$ cat config.mk
export PLATFORM = sky130hd
export DESIGN_NAME = ps2_kbd_tx_flat
export DESIGN_NICKNAME = d
export VERILOG_FILES = /design/src/rtl/ps2_kbd_tx_if.sv /design/src/rtl/ps2_kbd_tx.sv /design/src/flat_wrapper.sv
export SDC_FILE = /design/constraint.sdc
export NUM_CORES = 1
export LEC_CHECK = 0
export CAP_MARGIN = 0
export CORE_MARGIN = 2
export CORE_UTILIZATION = 40
export CTS_CLUSTER_SIZE = 30
export DETAILED_ROUTE_END_ITERATION = 8
export DONT_BUFFER_PORTS = 1
export GPL_ROUTABILITY_DRIVEN = 1
export GPL_TIMING_DRIVEN = 0
export PLACE_DENSITY = 0.61
export SLEW_MARGIN = 20
export SYNTH_ARGS = -nofsm -noshare
export SYNTH_HDL_FRONTEND = slang
export SYNTH_SLANG_ARGS = --single-unit
$ cat constraint.sdc
create_clock -name clock -period 3.4 [get_ports clock]
set_input_delay 0.51 -clock clock [delete_from_list [all_inputs] [get_ports clock]]
set_output_delay 0.51 -clock clock [all_outputs]
set_load 0.02 [all_outputs]
$ cat src/rtl/ps2_kbd_tx_if.sv
// AXI4 slave-side bundle for the PS/2 keyboard transmitter.
// Signals are grouped by channel: aw, w, b, ar, r.
interface ps2_kbd_tx_if;
    localparam int unsigned ID_W   = 4;
    localparam int unsigned ADDR_W = 32;
    localparam int unsigned DATA_W = 64;
    localparam int unsigned STRB_W = DATA_W / 8;

    logic              awready;
    logic              awvalid;
    logic [ID_W-1:0]   awid;
    logic [ADDR_W-1:0] awaddr;
    logic [7:0]        awlen;
    logic [2:0]        awsize;
    logic [1:0]        awburst;

    logic              wready;
    logic              wvalid;
    logic [DATA_W-1:0] wdata;
    logic [STRB_W-1:0] wstrb;
    logic              wlast;

    logic              bvalid;
    logic              bready;
    logic [1:0]        bresp;
    logic [ID_W-1:0]   bid;

    logic              arready;
    logic              arvalid;
    logic [ID_W-1:0]   arid;
    logic [ADDR_W-1:0] araddr;
    logic [7:0]        arlen;
    logic [2:0]        arsize;
    logic [1:0]        arburst;

    logic              rvalid;
    logic              rready;
    logic [DATA_W-1:0] rdata;
    logic [1:0]        rresp;
    logic              rlast;
    logic [ID_W-1:0]   rid;

    modport slave (
        output awready, input awvalid, awid, awaddr, awlen, awsize, awburst,
        output wready,  input wvalid, wdata, wstrb, wlast,
        output bvalid, bresp, bid, input bready,
        output arready, input arvalid, arid, araddr, arlen, arsize, arburst,
        output rvalid, rdata, rresp, rlast, rid, input rready
    );

    modport master (
        input  awready, output awvalid, awid, awaddr, awlen, awsize, awburst,
        input  wready,  output wvalid, wdata, wstrb, wlast,
        input  bvalid, bresp, bid, output bready,
        input  arready, output arvalid, arid, araddr, arlen, arsize, arburst,
        input  rvalid, rdata, rresp, rlast, rid, output rready
    );
endinterface

$ cat src/rtl/ps2_kbd_tx.sv
// PS/2 device-side transmitter: AXI4 writes queue scan codes in an 8-deep FIFO,
// each code is sent as an 11-bit device-to-host frame; AXI4 reads return status.
module ps2_kbd_tx #(
    parameter int unsigned CLK_DIV = 8,
    parameter int unsigned GAP     = 16
) (
    input  logic        clock,
    input  logic        resetn,
    output logic        ps2_clk,
    output logic        ps2_dat,
    ps2_kbd_tx_if.slave io_slave
);
    localparam int unsigned DIV_W   = 9;
    localparam int unsigned PTR_W   = 3;
    localparam int unsigned DEPTH   = 8;
    localparam int unsigned COUNT_W = 4;
    localparam int unsigned FRAME_W = 11;

    typedef enum logic [1:0] {WIDLE, WDATA, WRESP} w_state_t;
    typedef enum logic       {RIDLE, RDATA}        r_state_t;
    typedef enum logic [1:0] {TIDLE, TBIT, TGAP}   tx_state_t;

    w_state_t  w_state_q,  w_state_d;
    r_state_t  r_state_q,  r_state_d;
    tx_state_t tx_state_q, tx_state_d;

    logic [7:0]         mem [DEPTH];
    logic [PTR_W-1:0]   wr_ptr_q, wr_ptr_d, rd_ptr_q, rd_ptr_d;
    logic [COUNT_W-1:0] count_q, count_d;
    logic [DIV_W-1:0]   div_q, div_d;
    logic [3:0]         bit_q, bit_d;
    logic [FRAME_W-1:0] shift_q, shift_d;
    logic               clk_q, clk_d, dat_q, dat_d;
    logic               awready_q, wready_q, bvalid_q, arready_q, rvalid_q;
    logic [1:0]         bresp_q, bresp_d;
    logic [3:0]         bid_q, bid_d, rid_q, rid_d;
    logic [63:0]        rdata_q, rdata_d;
    logic               push, pop, full, empty, busy;
    logic [7:0]         rd_data;
    logic [63:0]        status;

    assign full    = (count_q == COUNT_W'(DEPTH));
    assign empty   = (count_q == '0);
    assign busy    = (tx_state_q != TIDLE);
    assign rd_data = mem[rd_ptr_q];
    assign status  = {55'd0, busy, 2'b00, empty, full, count_q};

    // Next-state and next-output logic for the write, read and transmit FSMs.
    always_comb begin
        w_state_d  = w_state_q;
        r_state_d  = r_state_q;
        tx_state_d = tx_state_q;
        bid_d      = bid_q;
        bresp_d    = bresp_q;
        rid_d      = rid_q;
        rdata_d    = rdata_q;
        div_d      = div_q;
        bit_d      = bit_q;
        shift_d    = shift_q;
        clk_d      = clk_q;
        dat_d      = dat_q;
        push       = 1'b0;
        pop        = 1'b0;

        case (w_state_q)
            WIDLE: if (io_slave.awvalid) begin
                bid_d     = io_slave.awid;
                w_state_d = WDATA;
            end
            WDATA: if (io_slave.wvalid) begin
                push      = io_slave.wstrb[0] && !full;
                bresp_d   = push ? 2'd0 : 2'd2;
                w_state_d = WRESP;
            end
            WRESP:   if (io_slave.bready) w_state_d = WIDLE;
            default: w_state_d = WIDLE;
        endcase

        case (r_state_q)
            RIDLE: if (io_slave.arvalid) begin
                rid_d     = io_slave.arid;
                rdata_d   = status;
                r_state_d = RDATA;
            end
            RDATA:   if (io_slave.rready) r_state_d = RIDLE;
            default: r_state_d = RIDLE;
        endcase

        // Each bit: CLK_DIV cycles high (data changes on the first), then CLK_DIV low.
        case (tx_state_q)
            TIDLE: begin
                clk_d = 1'b1;
                dat_d = 1'b1;
                if (!empty) begin
                    pop        = 1'b1;
                    shift_d    = {1'b1, ~^rd_data, rd_data, 1'b0};
                    dat_d      = 1'b0;
                    div_d      = '0;
                    bit_d      = '0;
                    tx_state_d = TBIT;
                end
            end
            TBIT: begin
                if (div_q == DIV_W'(CLK_DIV - 1)) begin
                    clk_d = 1'b0;
                    div_d = div_q + DIV_W'(1);
                end else if (div_q == DIV_W'(2 * CLK_DIV - 1)) begin
                    div_d = '0;
                    clk_d = 1'b1;
                    if (bit_q == 4'd10) begin
                        dat_d      = 1'b1;
                        tx_state_d = TGAP;
                    end else begin
                        bit_d   = bit_q + 4'd1;
                        shift_d = {1'b1, shift_q[FRAME_W-1:1]};
                        dat_d   = shift_q[1];
                    end
                end else begin
                    div_d = div_q + DIV_W'(1);
                end
            end
            TGAP: begin
                if (div_q == DIV_W'(GAP - 1)) tx_state_d = TIDLE;
                else                          div_d      = div_q + DIV_W'(1);
            end
            default: tx_state_d = TIDLE;
        endcase

        wr_ptr_d = push ? wr_ptr_q + PTR_W'(1) : wr_ptr_q;
        rd_ptr_d = pop  ? rd_ptr_q + PTR_W'(1) : rd_ptr_q;
        case ({push, pop})
            2'b10:   count_d = count_q + COUNT_W'(1);
            2'b01:   count_d = count_q - COUNT_W'(1);
            default: count_d = count_q;
        endcase
    end

    always_ff @(posedge clock) begin
        if (!resetn) begin
            w_state_q  <= WIDLE;
            r_state_q  <= RIDLE;
            tx_state_q <= TIDLE;
            wr_ptr_q   <= '0;
            rd_ptr_q   <= '0;
            count_q    <= '0;
            div_q      <= '0;
            bit_q      <= '0;
            shift_q    <= '1;
            clk_q      <= 1'b1;
            dat_q      <= 1'b1;
            awready_q  <= 1'b1;
            wready_q   <= 1'b0;
            bvalid_q   <= 1'b0;
            bresp_q    <= 2'd0;
            bid_q      <= '0;
            arready_q  <= 1'b1;
            rvalid_q   <= 1'b0;
            rdata_q    <= '0;
            rid_q      <= '0;
        end else begin
            w_state_q  <= w_state_d;
            r_state_q  <= r_state_d;
            tx_state_q <= tx_state_d;
            wr_ptr_q   <= wr_ptr_d;
            rd_ptr_q   <= rd_ptr_d;
            count_q    <= count_d;
            div_q      <= div_d;
            bit_q      <= bit_d;
            shift_q    <= shift_d;
            clk_q      <= clk_d;
            dat_q      <= dat_d;
            awready_q  <= (w_state_d == WIDLE);
            wready_q   <= (w_state_d == WDATA);
            bvalid_q   <= (w_state_d == WRESP);
            bresp_q    <= bresp_d;
            bid_q      <= bid_d;
            arready_q  <= (r_state_d == RIDLE);
            rvalid_q   <= (r_state_d == RDATA);
            rdata_q    <= rdata_d;
            rid_q      <= rid_d;
        end
    end

    // FIFO storage needs no reset; pointers and count define its contents.
    always_ff @(posedge clock) begin
        if (resetn && push) mem[wr_ptr_q] <= io_slave.wdata[7:0];
    end

    assign ps2_clk          = clk_q;
    assign ps2_dat          = dat_q;
    assign io_slave.awready = awready_q;
    assign io_slave.wready  = wready_q;
    assign io_slave.bvalid  = bvalid_q;
    assign io_slave.bresp   = bresp_q;
    assign io_slave.bid     = bid_q;
    assign io_slave.arready = arready_q;
    assign io_slave.rvalid  = rvalid_q;
    assign io_slave.rlast   = rvalid_q;
    assign io_slave.rdata   = rdata_q;
    assign io_slave.rresp   = 2'd0;
    assign io_slave.rid     = rid_q;

    logic unused_inputs;
    assign unused_inputs = ^{io_slave.awaddr, io_slave.awlen, io_slave.awsize, io_slave.awburst,
                             io_slave.araddr, io_slave.arlen, io_slave.arsize, io_slave.arburst,
                             io_slave.wdata[63:8], io_slave.wstrb[7:1], io_slave.wlast};
endmodule
$ cat src/flat_wrapper.sv
// flat-port wrapper written by rule: the top's interface ports become plain ports
module ps2_kbd_tx_flat 
#(
    parameter int unsigned CLK_DIV = 8,
    parameter int unsigned GAP     = 16
)
  (clock, resetn, ps2_clk, ps2_dat, io_slave_awready, io_slave_awvalid, io_slave_awid, io_slave_awaddr, io_slave_awlen, io_slave_awsize, io_slave_awburst, io_slave_wready, io_slave_wvalid, io_slave_wdata, io_slave_wstrb, io_slave_wlast, io_slave_bvalid, io_slave_bresp, io_slave_bid, io_slave_bready, io_slave_arready, io_slave_arvalid, io_slave_arid, io_slave_araddr, io_slave_arlen, io_slave_arsize, io_slave_arburst, io_slave_rvalid, io_slave_rdata, io_slave_rresp, io_slave_rlast, io_slave_rid, io_slave_rready);
  ps2_kbd_tx_if io_slave_i ();
  input  logic clock;
  input  logic resetn;
  output logic ps2_clk;
  output logic ps2_dat;
  output wire logic [$bits(io_slave_i.awready)-1:0] io_slave_awready;
  input wire logic [$bits(io_slave_i.awvalid)-1:0] io_slave_awvalid;
  input wire logic [$bits(io_slave_i.awid)-1:0] io_slave_awid;
  input wire logic [$bits(io_slave_i.awaddr)-1:0] io_slave_awaddr;
  input wire logic [$bits(io_slave_i.awlen)-1:0] io_slave_awlen;
  input wire logic [$bits(io_slave_i.awsize)-1:0] io_slave_awsize;
  input wire logic [$bits(io_slave_i.awburst)-1:0] io_slave_awburst;
  output wire logic [$bits(io_slave_i.wready)-1:0] io_slave_wready;
  input wire logic [$bits(io_slave_i.wvalid)-1:0] io_slave_wvalid;
  input wire logic [$bits(io_slave_i.wdata)-1:0] io_slave_wdata;
  input wire logic [$bits(io_slave_i.wstrb)-1:0] io_slave_wstrb;
  input wire logic [$bits(io_slave_i.wlast)-1:0] io_slave_wlast;
  output wire logic [$bits(io_slave_i.bvalid)-1:0] io_slave_bvalid;
  output wire logic [$bits(io_slave_i.bresp)-1:0] io_slave_bresp;
  output wire logic [$bits(io_slave_i.bid)-1:0] io_slave_bid;
  input wire logic [$bits(io_slave_i.bready)-1:0] io_slave_bready;
  output wire logic [$bits(io_slave_i.arready)-1:0] io_slave_arready;
  input wire logic [$bits(io_slave_i.arvalid)-1:0] io_slave_arvalid;
  input wire logic [$bits(io_slave_i.arid)-1:0] io_slave_arid;
  input wire logic [$bits(io_slave_i.araddr)-1:0] io_slave_araddr;
  input wire logic [$bits(io_slave_i.arlen)-1:0] io_slave_arlen;
  input wire logic [$bits(io_slave_i.arsize)-1:0] io_slave_arsize;
  input wire logic [$bits(io_slave_i.arburst)-1:0] io_slave_arburst;
  output wire logic [$bits(io_slave_i.rvalid)-1:0] io_slave_rvalid;
  output wire logic [$bits(io_slave_i.rdata)-1:0] io_slave_rdata;
  output wire logic [$bits(io_slave_i.rresp)-1:0] io_slave_rresp;
  output wire logic [$bits(io_slave_i.rlast)-1:0] io_slave_rlast;
  output wire logic [$bits(io_slave_i.rid)-1:0] io_slave_rid;
  input wire logic [$bits(io_slave_i.rready)-1:0] io_slave_rready;
  assign io_slave_awready = io_slave_i.awready;
  assign io_slave_i.awvalid = io_slave_awvalid;
  assign io_slave_i.awid = io_slave_awid;
  assign io_slave_i.awaddr = io_slave_awaddr;
  assign io_slave_i.awlen = io_slave_awlen;
  assign io_slave_i.awsize = io_slave_awsize;
  assign io_slave_i.awburst = io_slave_awburst;
  assign io_slave_wready = io_slave_i.wready;
  assign io_slave_i.wvalid = io_slave_wvalid;
  assign io_slave_i.wdata = io_slave_wdata;
  assign io_slave_i.wstrb = io_slave_wstrb;
  assign io_slave_i.wlast = io_slave_wlast;
  assign io_slave_bvalid = io_slave_i.bvalid;
  assign io_slave_bresp = io_slave_i.bresp;
  assign io_slave_bid = io_slave_i.bid;
  assign io_slave_i.bready = io_slave_bready;
  assign io_slave_arready = io_slave_i.arready;
  assign io_slave_i.arvalid = io_slave_arvalid;
  assign io_slave_i.arid = io_slave_arid;
  assign io_slave_i.araddr = io_slave_araddr;
  assign io_slave_i.arlen = io_slave_arlen;
  assign io_slave_i.arsize = io_slave_arsize;
  assign io_slave_i.arburst = io_slave_arburst;
  assign io_slave_rvalid = io_slave_i.rvalid;
  assign io_slave_rdata = io_slave_i.rdata;
  assign io_slave_rresp = io_slave_i.rresp;
  assign io_slave_rlast = io_slave_i.rlast;
  assign io_slave_rid = io_slave_i.rid;
  assign io_slave_i.rready = io_slave_rready;
  ps2_kbd_tx #(.CLK_DIV(CLK_DIV), .GAP(GAP)) u_core (.clock(clock), .resetn(resetn), .ps2_clk(ps2_clk), .ps2_dat(ps2_dat), .io_slave(io_slave_i));
endmodule
# [After elaboration in Yosys (flattened, before gate mapping)]
# Memory sizes are Yosys's and may differ from the RTL's. A register that Yosys moved wholly into a read port is not among the register bits.
# Cells that the tools add are included.
[classes] bitwise_logic=2 eq_ne=20 n_reduce_logical=20 muxes=46 n_addsub=6
[op_table] operator="11-bit 2-to-1 mux" count=4
[op_table] operator="9-bit 2-to-1 mux" count=4
[op_table] operator="9-bit one-hot mux with 3 select lines" count=1
[op_table] operator="11-bit one-hot mux with 2 select lines" count=1
[op_table] operator="2-bit 2-to-1 mux" count=9
[op_table] operator="4-bit 2-to-1 mux" count=4
[op_table] operator="4-bit one-hot mux with 2 select lines" count=2
[op_table] operator="1-bit 2-to-1 mux" count=14
[op_table] operator="2-bit one-hot mux with 3 select lines" count=2
[op_table] operator="5-bit AND reduction" count=2
[op_table] operator="9-bit by 1-bit adder with 9-bit output, second input constant" count=1
[op_table] operator="9-bit by 3-bit == test with 1-bit output, second input constant" count=1
[op_table] operator="9-bit by 4-bit == test with 1-bit output, second input constant" count=1
[op_table] operator="4-bit by 1-bit adder with 4-bit output, second input constant" count=2
[op_table] operator="2-bit by 1-bit == test with 1-bit output, second input constant" count=4
[op_table] operator="2-bit == test, second input constant" count=4
[op_table] operator="4-bit == test, second input constant" count=2
[op_table] operator="2-bit inequality test, second input constant" count=4
[op_table] operator="2-bit AND reduction" count=4
[op_table] operator="8-bit XNOR reduction" count=1
[op_table] operator="3-bit by 1-bit adder with 3-bit output, second input constant" count=2
[op_table] operator="2-bit logical NOT" count=3
[op_table] operator="3-bit 2-to-1 mux" count=2
[op_table] operator="2-bit by 1-bit inequality test with 1-bit output, second input constant" count=3
[op_table] operator="10 further kinds" count=17
[word_totals] inputBits=178 regBits=62 ram_bits=64 output_inout_bits=84 n_memories=1 word_cells=114
[memory_table] name="u_core.mem" words=8 width=8 rd=1 rd_ports_with_merged_regs=1 write_ports=1 line_no="ps2_kbd_tx.sv:27" source="logic [7:0] mem [DEPTH];"

# [Longest topological paths before layout]
[logic_depth] depth_word=8 ltp_mapped=12 mapped_depth_nobuf=11

# [Least setup slack after synthesis]
# Ideal clock, no wire load.
[synth_path] path_type="input to register" startpoint="input port io_slave_wvalid" endpoint="register u_core.count_q[3]" stages=12 arrival_ps=2581 setup_time_ps=70 slack_ps=749 required_time_ps=3330 n_path_buf=1 cell_sequence="inv_1 nor3b_1 and3_1 clkbuf_1 inv_1 ha_1 ha_1 a21o_1 a21oi_1 xnor2_1 or3_1 a21oi_1"
[synth_via] elab_chain_cells=4 elab_cells_between_ends=6 classes_between="2 x eq/ne; 3 x mux; 1 x reduce/logical"
[synth_lines] item="from (decl)" line_no="flat_wrapper.sv:21" source="input wire logic [$bits(io_slave_i.wvalid)-1:0] io_slave_wvalid;"
[synth_lines] item="1-bit 2-to-1 mux *" line_no="ps2_kbd_tx.sv:70" source="WDATA: if (io_slave.wvalid) begin"
[synth_lines] item="1-bit 2-to-1 mux *" line_no="ps2_kbd_tx.sv:65" source="case (w_state_q)"
[synth_lines] item="2-bit by 1-bit == test with 1-bit output / 2-bit == test (equally long branches)" line_no="ps2_kbd_tx.sv:131" source="case ({push, pop})"
[synth_lines] item="4-bit one-hot mux with 2 select lines / 2-bit nonzero test (equally long branches)"
[synth_lines] item="to (signal assigned)" line_no="ps2_kbd_tx.sv:166" source="count_q <= count_d;"
[synth_lines] item="to (decl)" line_no="ps2_kbd_tx.sv:29" source="logic [COUNT_W-1:0] count_q, count_d;"
# Every way passes the cells marked *; elsewhere a longest branch is shown, timed or not.
# A chain may end at the register's enable or synchronous reset.

# [Final worst setup path]
[layout_path] startpoint="register u_core.count_q[0]" endpoint="register u_core.count_q[3]"
[layout_via] elab_cells_between_ends=14 classes_between="2 x add/sub; 3 x eq/ne; 5 x mux; 4 x reduce/logical"
[layout_rtl] item="4-bit logical NOT *" line_no="ps2_kbd_tx.sv:43" source="assign empty = (count_q == '0);"
[layout_rtl] item="1-bit 2-to-1 mux *" line_no="ps2_kbd_tx.sv:94" source="if (!empty) begin"
[layout_rtl] item="1-bit 2-to-1 mux *" line_no="ps2_kbd_tx.sv:90" source="case (tx_state_q)"
[layout_rtl] item="named net u_core.pop" line_no="ps2_kbd_tx.sv:38" source="logic push, pop, full, empty, busy;"
[layout_rtl] item="2-bit by 1-bit == test with 1-bit output / 2-bit == test (equally long branches)" line_no="ps2_kbd_tx.sv:131"
[layout_rtl] item="4-bit one-hot mux with 2 select lines / 2-bit nonzero test (equally long branches)"
# Mark *: on every way through the listed nets, which the timed path passes. The rest lies on a longest branch.

==> metrics.yaml <==
worst_setup_path:
  critical_path.max_stage_delay_ps: 750
  critPathCapture: "u_core.count_q[3]"
  r2r-start: "u_core.count_q[0]"
  worst-r2r-cell-count: 10
  crit_chain: "nor4_1 -> nand2b_1 -> inv_1 -> ha_1 -> ha_1 -> a21o_1 -> a21oi_1 -> xnor2_1 -> or3_1 -> a21oi_1"
  path_max_fanout: 6
  regToRegEndpoint: "u_core.count_q[3]"
  crit_type: "reg -> reg"
  start_kind: "register"
  startpoint: "u_core.count_q[0]"
  worstPathRequired_ps: 3740
  reg2reg_slack_ps: 430
  crit_path_top_delay_cell: "nor4_1"
  worst_setup_path_end_kind: "register"
  cp.arrival_ps: 3310
clocking:
  cts_buffer_depth: 2
  cts_tree: "yes"
  cts_resized: 0
  post_cts_buffers: 0
  cts.sinks: 126
  h-tree-depth: 4
  hold_buffers: 0
  cts-root-buf: "clkbuf_16"
  clk_latency_ps: 410
  path_clk_slew_ps: 60
  cts_buffers: 17
yosys:
  synth_area_sq_mm: 0.00562
  netlist.area_leader.share: 0.342
  synthCells: 482
  synth-edff-count: 64
  synth_cell_type_count: 42
  avgSynthCellArea_sq_um: 11.7
  ys_seq_area_frac: 0.563
  synth_most_common_cell: "edfxtp_1"
  synthArstFlopShare: 0
  ys_top_cells_by_count: "64 x edfxtp_1, 62 x dfxtp_1, 61 x buf_4, 51 x nand2_1, 46 x nor2_1"
  ys_top_cells_by_area: "edfxtp_1 34%, dfxtp_1 22%, buf_4 8.2%, mux4_2 6.4%, nand2_1 3.4%"
  synth_seq_cells: 126
  synthFlopType: "edfxtp_1"
  yosysWarnings: 0
  synth_area_leader_cell: "edfxtp_1"
floorplanning:
  die_h_microns: 123
  start_util: 0.408
  placementRows: 43
  ios: 262
  core_sq_mm: 0.0138
  dieArea_sq_mm: 0.0150
  die_w_microns: 123
place:
  portBuffers: 0
  placed_cells: 726
  place.gp.congestion: 0.752
  hpwlAfterDp_microns: 7560
timing:
  slew_viol_final: 0
  max_freq_ghz: 0.336
  fin_skew_ps: 7.14
  worst_pin_slew_ps: 836
  fin_crit_ps: 2970
  hold_slack_ps: 188
  min_period_over_period: 0.874
  rsz0062_at_grt: "false"
  relSlewSlack: 0.438
  finalSetupViolations: 0
  finalHoldViolations: 0
routing:
  drt_iter0_drc: 135
  wl_per_cell_microns: 13.9
  vias: 3474
  drtAntennaViolNets: 0
  routed_wl_microns: 10500
  dr.pass1.iters: 6
  drc: 0
  via_per_inst: 4.59
final_layout:
  instances_no_fill: 757
  areaGrowthSynthToFinish_pct: 19.4
  drive_gt1_frac: 0.220
  diodes: 0
  nets: 756
global_routing:
  grt_pass1_vias: 3333
  grt_max_degree: 17
  track_usage: 0.151
  antenna_found_initial: 0
  grt_pass1_wl_microns: 16800
  grt.overflow.total: 0
pwr:
  p_per_area_mw_per_mm2: 724
  peakVddDrop_uv: 404
  p_leak_nw: 2.57
min_path:
  worst_hold_path_type: "in -> reg"
run:
  drv_cap: 0
outcome:
  status: "complete, no violations"
[state kept, by name, indices dropped and copies added (netlist names), 2 cells and up, named ones only]
register / cells
u_core.bit_q: 4
u_core.count_q: 4
u_core.div_q: 9
u_core.io_slave.bid: 4
u_core.io_slave.rdata: 7
u_core.io_slave.rid: 4
u_core.mem: 64
u_core.rd_ptr_q: 3
u_core.shift_q: 9
u_core.tx_state_q: 2
u_core.w_state_q: 2
u_core.wr_ptr_q: 3
[area by class of cell]
type,count,area [sq um]
fill,1232,7070
timing repair buffer,5,30.0
multi-input combinational,321,2110
buffer,79,552
clock buffer,18,429
sequential,126,3160
clock inverter,13,144
inverter,15,56.3
tap,180,225
[per-layer routing]
metal,GRT usage,vias up,wire [microns]
met1,0.175,1607,4460
li1,-,1738,-
met2,0.251,115,5070
met3,0.0525,14,779
met5,0,-,0
met4,0.0675,0,175
[per-stage QoR]
stage	util	area (sq um)	total power, mW	setup TNS (ps)	setup WS (ps)
after global placement	0.440	6060	3.12	-3490	-225
final	0.487	6710	4.85	0	427
after detailed placement	0.445	6130	3.14	0	430
after CTS	0.487	6710	4.89	0	416
after global routing	0.487	6710	5.12	0	170
after floorplan	-	5840	2.92	0	749
[critical path: cells and delay by family (launching register included)]
| family | cells | cell delay, ps |
|---|---|---|
| fa+ha+maj | 2 | 530 |
| compound gates | 3 | 480 |
| simple gates | 3 | 1310 |
| flops | 1 | 370 |
| buf+inv | 1 | 120 |
| xor+xnor | 1 | 90 |
[cell families (layout without fill, tap and decap cells)]
family | count (synthesis) | count (layout) | synth area share
compound gates | 49 | 49 | 0.0530
mux | 32 | 32 | 0.0933
simple gates | 143 | 143 | 0.114
fa+ha+maj | 13 | 13 | 0.0303
buf+inv | 94 | 130 | 0.108
xor+xnor | 24 | 24 | 0.0374
other cells | 1 | 60 | 0.000668
flops | 126 | 126 | 0.563
[where the power goes]
part	leakage [nW]	internal [mW]	switching, mW
clock	0.268	1.08	0.656
sequential	1.08	1.72	0.117
combinational	1.22	0.563	0.719
[cells in the final DEF (no fill, tap or decap), types with 5 or more instances in the layout]
cell	instances
dfxtp_1	62
buf_4	63
mux4_2	16
nand2_1	51
a21oi_1	19
o211ai_1	10
buf_2	5
nor2_1	46
and3_1	5
nand4_1	5
conb_1	60
o21ai_0	11
inv_1	13
edfxtp_1	64
xor2_1	11
mux2i_1	15
clkbuf_1	11
nand3_1	8
ha_1	12
clkbuf_16	17
xnor2_1	13
[worst min path at each step]
| stage | from | end | cells past startpoint |
|---|---|---|---|
| finish | io_slave_wdata[3] | u_core.mem[0][3] | 0 |
| CTS | io_slave_wdata[3] | u_core.mem[0][3] | 0 |
| global placement | u_core.shift_q[8] | u_core.shift_q[8] | 2 |
| global route | io_slave_wdata[5] | u_core.mem[6][5] | 0 |
| floorplan | u_core.shift_q[8] | u_core.shift_q[8] | 2 |
| detailed placement | u_core.shift_q[8] | u_core.shift_q[8] | 2 |
Note: power is estimated with default switching activity, not from simulation.
